[src/rtl/muldiv_unit_if.sv]
// Operand/result bundle between the execute stage and the iterative multiply/divide unit.
// The master drives the request; the slave returns status and the HI/LO registers.
interface muldiv_unit_if #(
  parameter int unsigned WIDTH = 32
);
  logic             start;
  logic [2:0]       op;
  logic [WIDTH-1:0] x;
  logic [WIDTH-1:0] y;
  logic             busy;
  logic             done;
  logic [WIDTH-1:0] hi;
  logic [WIDTH-1:0] lo;

  modport master (
    output start, op, x, y,
    input  busy, done, hi, lo
  );

  modport slave (
    input  start, op, x, y,
    output busy, done, hi, lo
  );
endinterface

[src/rtl/muldiv_unit.sv]
// Iterative MIPS multiply/divide unit: shift-add multiply, restoring divide, one bit per cycle,
// followed by a single sign-fixup cycle that writes the architectural HI/LO registers.
module muldiv_unit #(
  parameter int unsigned WIDTH = 32
) (
  input logic           clk,
  input logic           rst,
  muldiv_unit_if.slave  bus
);

  localparam int unsigned CntW = $clog2(WIDTH);

  typedef enum logic [1:0] {StIdle, StCalc, StFix} state_e;

  state_e            state_q, state_d;
  logic [CntW-1:0]   cnt_q, cnt_d;
  logic [WIDTH-1:0]  acc_q, acc_d;
  logic [WIDTH-1:0]  q_q, q_d;
  logic [WIDTH-1:0]  b_q, b_d;
  logic              is_div_q, is_div_d;
  logic              neg_q, neg_d;
  logic              rem_neg_q, rem_neg_d;
  logic              div_zero_q, div_zero_d;
  logic              busy_q, busy_d;
  logic              done_q, done_d;
  logic [WIDTH-1:0]  hi_q, hi_d;
  logic [WIDTH-1:0]  lo_q, lo_d;

  logic              x_neg, y_neg;
  logic [WIDTH-1:0]  x_mag, y_mag;
  logic [WIDTH:0]    rem_sh;
  logic [WIDTH-1:0]  rem_low;
  logic              rem_ge;
  logic [WIDTH:0]    mul_sum;
  logic [2*WIDTH-1:0] prod, prod_neg;

  always_comb begin
    // op[0] set means unsigned for the four iterative ops
    x_neg   = bus.x[WIDTH-1] & ~bus.op[0];
    y_neg   = bus.y[WIDTH-1] & ~bus.op[0];
    x_mag   = x_neg ? -bus.x : bus.x;
    y_mag   = y_neg ? -bus.y : bus.y;

    // Restoring step: the true difference always fits WIDTH bits when rem_ge is set
    rem_sh  = {acc_q, q_q[WIDTH-1]};
    rem_ge  = rem_sh >= {1'b0, b_q};
    rem_low = rem_sh[WIDTH-1:0];

    mul_sum  = {1'b0, acc_q} + ({1'b0, b_q} & {(WIDTH+1){q_q[0]}});
    prod     = {acc_q, q_q};
    prod_neg = -prod;
  end

  always_comb begin
    state_d    = state_q;
    cnt_d      = cnt_q;
    acc_d      = acc_q;
    q_d        = q_q;
    b_d        = b_q;
    is_div_d   = is_div_q;
    neg_d      = neg_q;
    rem_neg_d  = rem_neg_q;
    div_zero_d = div_zero_q;
    done_d     = 1'b0;
    hi_d       = hi_q;
    lo_d       = lo_q;

    unique case (state_q)
      StIdle: begin
        if (bus.start) begin
          if (!bus.op[2]) begin
            state_d    = StCalc;
            cnt_d      = '0;
            acc_d      = '0;
            is_div_d   = bus.op[1];
            neg_d      = x_neg ^ y_neg;
            rem_neg_d  = x_neg;
            div_zero_d = (bus.y == '0);
            // Divide shifts the dividend out of q; multiply shifts the multiplier out of q
            q_d        = bus.op[1] ? x_mag : y_mag;
            b_d        = bus.op[1] ? y_mag : x_mag;
          end else if (!bus.op[1]) begin
            if (bus.op[0]) lo_d = bus.x;
            else           hi_d = bus.x;
          end
        end
      end
      StCalc: begin
        if (is_div_q) begin
          acc_d = rem_ge ? (rem_low - b_q) : rem_low;
          q_d   = {q_q[WIDTH-2:0], rem_ge};
        end else begin
          {acc_d, q_d} = {mul_sum, q_q[WIDTH-1:1]};
        end
        cnt_d = cnt_q + 1'b1;
        if (cnt_q == CntW'(WIDTH - 1)) state_d = StFix;
      end
      StFix: begin
        if (is_div_q) begin
          // A zero divisor leaves rem = |x|, so the remainder fixup already restores x
          lo_d = div_zero_q ? '1 : (neg_q ? -q_q : q_q);
          hi_d = rem_neg_q ? -acc_q : acc_q;
        end else begin
          {hi_d, lo_d} = neg_q ? prod_neg : prod;
        end
        done_d  = 1'b1;
        state_d = StIdle;
      end
      default: state_d = StIdle;
    endcase

    busy_d = (state_d != StIdle);
  end

  always_ff @(posedge clk) begin
    if (rst) begin
      state_q    <= StIdle;
      cnt_q      <= '0;
      acc_q      <= '0;
      q_q        <= '0;
      b_q        <= '0;
      is_div_q   <= 1'b0;
      neg_q      <= 1'b0;
      rem_neg_q  <= 1'b0;
      div_zero_q <= 1'b0;
      busy_q     <= 1'b0;
      done_q     <= 1'b0;
      hi_q       <= '0;
      lo_q       <= '0;
    end else begin
      state_q    <= state_d;
      cnt_q      <= cnt_d;
      acc_q      <= acc_d;
      q_q        <= q_d;
      b_q        <= b_d;
      is_div_q   <= is_div_d;
      neg_q      <= neg_d;
      rem_neg_q  <= rem_neg_d;
      div_zero_q <= div_zero_d;
      busy_q     <= busy_d;
      done_q     <= done_d;
      hi_q       <= hi_d;
      lo_q       <= lo_d;
    end
  end

  assign bus.busy = busy_q;
  assign bus.done = done_q;
  assign bus.hi   = hi_q;
  assign bus.lo   = lo_q;

endmodule

[src/flat_wrapper.sv]
// flat-port wrapper written by rule: the top's interface ports become plain ports
module muldiv_unit_flat 
#(
  parameter int unsigned WIDTH = 32
)
  (clk, rst, bus_start, bus_op, bus_x, bus_y, bus_busy, bus_done, bus_hi, bus_lo);
  muldiv_unit_if #(.WIDTH(WIDTH)) bus_i ();
  input logic clk;
  input logic rst;
  input wire logic [$bits(bus_i.start)-1:0] bus_start;
  input wire logic [$bits(bus_i.op)-1:0] bus_op;
  input wire logic [$bits(bus_i.x)-1:0] bus_x;
  input wire logic [$bits(bus_i.y)-1:0] bus_y;
  output wire logic [$bits(bus_i.busy)-1:0] bus_busy;
  output wire logic [$bits(bus_i.done)-1:0] bus_done;
  output wire logic [$bits(bus_i.hi)-1:0] bus_hi;
  output wire logic [$bits(bus_i.lo)-1:0] bus_lo;
  assign bus_i.start = bus_start;
  assign bus_i.op = bus_op;
  assign bus_i.x = bus_x;
  assign bus_i.y = bus_y;
  assign bus_busy = bus_i.busy;
  assign bus_done = bus_i.done;
  assign bus_hi = bus_i.hi;
  assign bus_lo = bus_i.lo;
  muldiv_unit #(.WIDTH(WIDTH)) u_core (.clk(clk), .rst(rst), .bus(bus_i));
endmodule
[config.mk]
export PLATFORM = sky130hd
export DESIGN_NAME = muldiv_unit_flat
export DESIGN_NICKNAME = d
export VERILOG_FILES = /design/src/rtl/muldiv_unit_if.sv /design/src/rtl/muldiv_unit.sv /design/src/flat_wrapper.sv
export SDC_FILE = /design/constraint.sdc
export NUM_CORES = 1
export LEC_CHECK = 0
export CAP_MARGIN = 20
export CORE_ASPECT_RATIO = 2
export CORE_MARGIN = 4
export CORE_UTILIZATION = 57
export DETAILED_ROUTE_END_ITERATION = 12
export PLACE_DENSITY = 0.87
export REMOVE_ABC_BUFFERS = 1
export SETUP_SLACK_MARGIN = 0.3
export SYNTH_ARGS = -nofsm -noshare
export SYNTH_HDL_FRONTEND = slang
export SYNTH_SLANG_ARGS = --single-unit
[constraint.sdc]
create_clock -name clk -period 4.7 [get_ports clk]
set_input_delay 0.94 -clock clk [delete_from_list [all_inputs] [get_ports clk]]
set_output_delay 0.94 -clock clk [all_outputs]
set_load 0.01 [all_outputs]
After elaboration in Yosys (flattened, before gate mapping). Cells that the tools add are included.

Output and inout port bits: 66. Logic and storage cells: 83. Register bits after elaboration: 173. Input bits: 70.

Reduce and logical (&&, ||, !) cells: 9. Equality and inequality tests: 9. Add/sub/neg operators: 8. Mux-type cells: 37. Bitwise operators: 6. Order comparisons: 1.

Operators by type and width (number): 32-bit 2-to-1 mux (24); 32-bit one-hot mux with 2 select lines (4); 32-bit negator (4); 64-bit 2-to-1 mux (1); 64-bit negator (1); 32-bit by 33-bit adder with 33-bit output (1); 32-bit by 33-bit AND with 33-bit output (1); 33-bit by 32-bit greater-or-equal comparator with 1-bit output (1); 32-bit zero test (1); 32-bit subtractor (1); 2-bit != test (second input constant) (6); 5-bit 2-to-1 mux (2); 5-bit one-hot mux with 2 select lines (1); 5-bit AND reduction (2); 2-bit 2-to-1 mux (3); 3-bit AND reduction (2); 2-bit nonzero test (3); 5-bit by 1-bit adder with 5-bit output (second input constant) (1); 5-bit == test (second input constant) (1); 2-bit one-hot mux with 2 select lines (1); 1-bit AND (2); 2-bit by 1-bit == test with 1-bit output (second input constant) (1); 2-bit == test (second input constant) (1); 2-bit zero test (1); 3 further kinds (4).

Longest topological paths before layout.
Word-level depth: 7. Gate-level depth with buffers: 14. Depth with buffers taken out: 13.

Worst setup path before layout. OpenSTA, ideal clock, no wires.

Path type: in2reg. Start: input bus_y[10]. End: register u_core.q_q[31]. Path buffers: 0. Library setup time: 0.061 ns. Stages: 8. Data required time: 4.639 ns. Arrival: 3.323 ns. Setup slack: 1.316 ns. Cells stage by stage: or4_1 > or4_1 > nor3b_1 > and2_1 > a21oi_1 > or3b_1 > o211ai_1 > a32o_1.

Word-level cells in the longest chain between the ends: 6.

RTL lines: from (decl) (RTL line flat_wrapper.sv:13) `input wire logic [$bits(bus_i.y)-1:0] bus_y;`; 32-bit negator (RTL line muldiv_unit.sv:42) `y_mag = y_neg ? -bus.y : bus.y;`; 32-bit 2-to-1 mux (RTL line muldiv_unit.sv:42); 32-bit 2-to-1 mux (RTL line muldiv_unit.sv:80) `q_d = bus.op[1] ? x_mag : y_mag;`; 32-bit 2-to-1 mux (RTL line muldiv_unit.sv:71) `if (!bus.op[2]) begin`; 32-bit 2-to-1 mux (RTL line muldiv_unit.sv:70) `if (bus.start) begin`; 32-bit one-hot mux with 2 select lines (RTL line muldiv_unit.sv:68) `unique case (state_q)`; to (signal assigned) (RTL line muldiv_unit.sv:134) `q_q <= q_d;`; to (decl) (RTL line muldiv_unit.sv:18) `logic [WIDTH-1:0] q_q, q_d;`.

Every way passes these cells. The select of a mux whose other input is x is not followed. A chain may end at the register's enable or synchronous reset.

Worst setup path in the final report.
Start: register u_core.q_q[2]. End: register u_core.hi_q[8] (netlist: u_core.bus.hi[8]).

Word-level cells in the longest chain between the ends: 4.

RTL lines: 64-bit negator (RTL line muldiv_unit.sv:51) `prod_neg = -prod;`; 64-bit 2-to-1 mux (RTL line muldiv_unit.sv:104) `{hi_d, lo_d} = neg_q ? prod_neg : prod;`; 32-bit 2-to-1 mux (RTL line muldiv_unit.sv:99) `if (is_div_q) begin`; 32-bit one-hot mux with 2 select lines (RTL line muldiv_unit.sv:68); to (signal assigned) (RTL line muldiv_unit.sv:142) `hi_q <= hi_d;`; to (decl) (RTL line muldiv_unit.sv:26) `logic [WIDTH-1:0] hi_q, hi_d;`.

Every way passes these cells.

==> impl_results.md <==
* DR WL/cell at 23.8 um
* Clock Latency Late Sink at 0.47 ns
* Pre-CTS setup slack at 0.665 ns
* CP Class: flop to flop
* Outcome: finished clean
* GRT Max-Usage Layer: met2
* Post-placement cell area at 16400 um^2
* Max-cap viol count at 0
* Core Region at 25500 um^2
* Total power at 4.26 mW
* CP Buf/Inv Count at 1
* Met1 global-route usage at 42.4%
* Final #Nets at 2207
* Worst VDD drop at 0.300 mV
* Drt first pass iters at 6
* Seq. cell area at 3460 um^2
* Largest net degree at the start of global routing at 79
* TritonCTS clock tree: yes
* Critical path, cell by cell: or4_1 > nor4b_2 > nand3_1 > buf_4 > or3_1 > nor2_1 > or3b_2 > a21oi_1 > a2111oi_0 > nor4_1
* DRT iter0 DRCs at 1669
* Fin Setup TNS at 0 ns
* R2R setup slack at 0.63 ns
* Layout cells sized above 1 at 6.45%
* Dominant cells by area after synthesis: dfxtp_1 (24%), a21oi_1 (6.2%), nor2_1 (6.1%)
* Ys flop type: dfxtp_1
* Antenna violations before repair at 0
* Final ANT Viol Nets at 0
* Critical Path AT at 4.37 ns
* Most frequent cells after synthesis: nor2_1 (241), a21oi_1 (183), nand2_1 (178), dfxtp_1 (173), clkbuf_1 (133)
* Endpoint class of the critical path: flop
* # fillers at 2311
* Mean Syn Cell Area at 7.36 um^2
* Die Y at 235 um
* First-pass GRT wire length at 88600 um
* GRT Util Overall at 39.6%
* WP data required at 5.00 ns
* Clk sinks at 173
* Slowest stage delay, CP at 1.01 ns
* GR Util met2 at 66.8%
* Max FO, Critical Path at 8
* Tcrit/Tclk final at 86.7%
* Slew headroom at 19.5%
* Gate Count Post-Synth at 2001
* Count leader, synth: nor2_1
* Leakage at 6.37 nW
* CP top delay family: simple AND/OR/NAND/NOR gates
* RSZ-0062 raised after global routing: no
* Port Buffers at 135
* Setup bufs post-CTS at 0
* DP HPWL at 43500 um
* Area grow syn2layout at 15.2%
* Final Util at 66.4%
* Skew final at 0.0122 ns
* EDFF count, synth at 0
* PwrDens at 251 nW/um^2
* Multi-input gate area at 10500 um^2
* Finished Layout Cells at 2418
* Flip-flop and latch count after synthesis at 173
* # IOs at 136
* PnR worst setup slack at 0.625 ns
* Clk slew on worst S/H paths at 0.08 ns
* Crit start category: flop
* # placed instances at 2386
* Number of remaining DRC errors at 0
* Die width at 122 um
* Final WL at 57500 um
* Root buf cell: clkbuf_16
* RD Place Congestion at 1.05
* Total number of vias at 16300
* Hold crit path type: flop to flop
* Synth unique cells at 79
* Post-Syn Area at 14700 um^2
* Largest area contributor in the netlist: dfxtp_1
* Met3 GRT Util at 6.30%
* Hold WS at 0.455 ns
* Synth top area share at 23.5%
* Buffer levels on the longest clock path at 2
* Worst path slowest cell: a2111oi_0
* Crit path time final at 4.07 ns
* Number of global-route vias before repair at 16100
* FMAX at 245 MHz
* Resized cells post-CTS at 0
* Vias per Instance at 6.75
* Die footprint at 28600 um^2
* Grt ovf at 0
* Post-CTS Hold Buffers at 0
* Register area share after synthesis at 23.5%
* Fin. Hold Viols at 0
* Initial Util at 57.6%
* Row count at 83
* Slew at the pin with the worst max-slew slack at 1.18 ns
* Ys Warns at 0
* Async SR Flop Fraction at 0%
* Final Slew Violations at 0
* Number of CTS-inserted buffers at 17
* Setup Viol. Count Final at 0
* Finished Cell Area at 17000 um^2
* CTS H-tree lvls at 4
* Antenna Cells at 0
area by class of cell:
| class | instances | share of cell area [%] |
|---|---|---|
| inverters | 71 | 1.57 |
| repair buffers | 194 | 10.5 |
| clock buffers | 17 | 2.51 |
| multi-input cells | 1608 | 61.6 |
| well taps | 340 | 2.51 |
| flip-flops and latches | 173 | 20.4 |
| clock inverters | 15 | 0.841 |
per-layer routing:
metal | up-vias | share of wire (%)
met5 | - | 0
met4 | 0 | 9.7
met3 | 310 | 6.8
met2 | 957 | 49
met1 | 7599 | 34
li1 | 7465 | -
flip-flops by register name, indices dropped and copies added, names as in the netlist, 2 cells and up:
name,flops
u_core.b_q,32
u_core.bus.hi,32
u_core.bus.lo,32
u_core.q_q,32
u_core.state_q,2
u_core.acc_q,32
u_core.cnt_q,5
report_power, final:
group	internal, mW	leakage (nW)	switching [mW]
Combinational	0.463	4.68	0.746
Clock	0.706	0.273	0.724
Sequential	1.53	1.41	0.0886
Total	2.70	6.37	1.56
final timing paths:
path,from,endpoint,depth (start not counted)
worst min register to register,u_core.b_q[6]$_SDFFE_PP0P_,u_core.b_q[6]$_SDFFE_PP0P_,2
worst max-delay path,u_core.q_q[2]$_SDFFE_PP0P_,u_core.bus.hi[8]$_SDFFE_PP0P_,10
worst max register to register,u_core.q_q[2]$_SDFFE_PP0P_,u_core.bus.hi[8]$_SDFFE_PP0P_,10
worst min-delay path,u_core.b_q[6]$_SDFFE_PP0P_,u_core.b_q[6]$_SDFFE_PP0P_,2
worst min-delay path: stages (launching register included):
cell	delay, ns
dfxtp_1	0.31
nand2_1	0.05
a21oi_1	0.05
logic make-up (layout without fill, tap and decap cells):
logic type               Yosys count  after routing  synth area share [%]
AND/OR/NAND/NOR                  661            661                  21.0
AO/OA/AOI/OAI                    626            626                  28.0
buffers and inverters            220            297                  5.69
flip-flops                       173            173                  23.5
XOR/XNOR                         160            160                  9.52
multiplexers                      89             89                  6.10
adder cells (fa/ha/maj)           72             72                  6.22
placed cells by master, fill, tap and decap left out, drive strengths merged, types with 22 or more instances in the layout:
| master | netlist | layout |
|---|---|---|
| a221oi | 32 | 32 |
| dfxtp | 173 | 173 |
| nor2 | 241 | 241 |
| a21oi | 183 | 183 |
| a21o | 22 | 22 |
| xnor2 | 81 | 81 |
| a211oi | 40 | 40 |
| clkdlybuf4s50 | 0 | 133 |
| nor4 | 28 | 28 |
| ha | 70 | 70 |
| nor3 | 56 | 56 |
| nand2 | 178 | 178 |
| a31oi | 27 | 27 |
| o211ai | 43 | 43 |
| inv | 70 | 81 |
| buf | 16 | 61 |
| xor2 | 79 | 79 |
| mux2i | 83 | 83 |
| o21ai | 120 | 120 |
| nand3 | 28 | 28 |
| nand2b | 22 | 22 |
| o31ai | 26 | 26 |
Power figures use the tool's default switching activity.
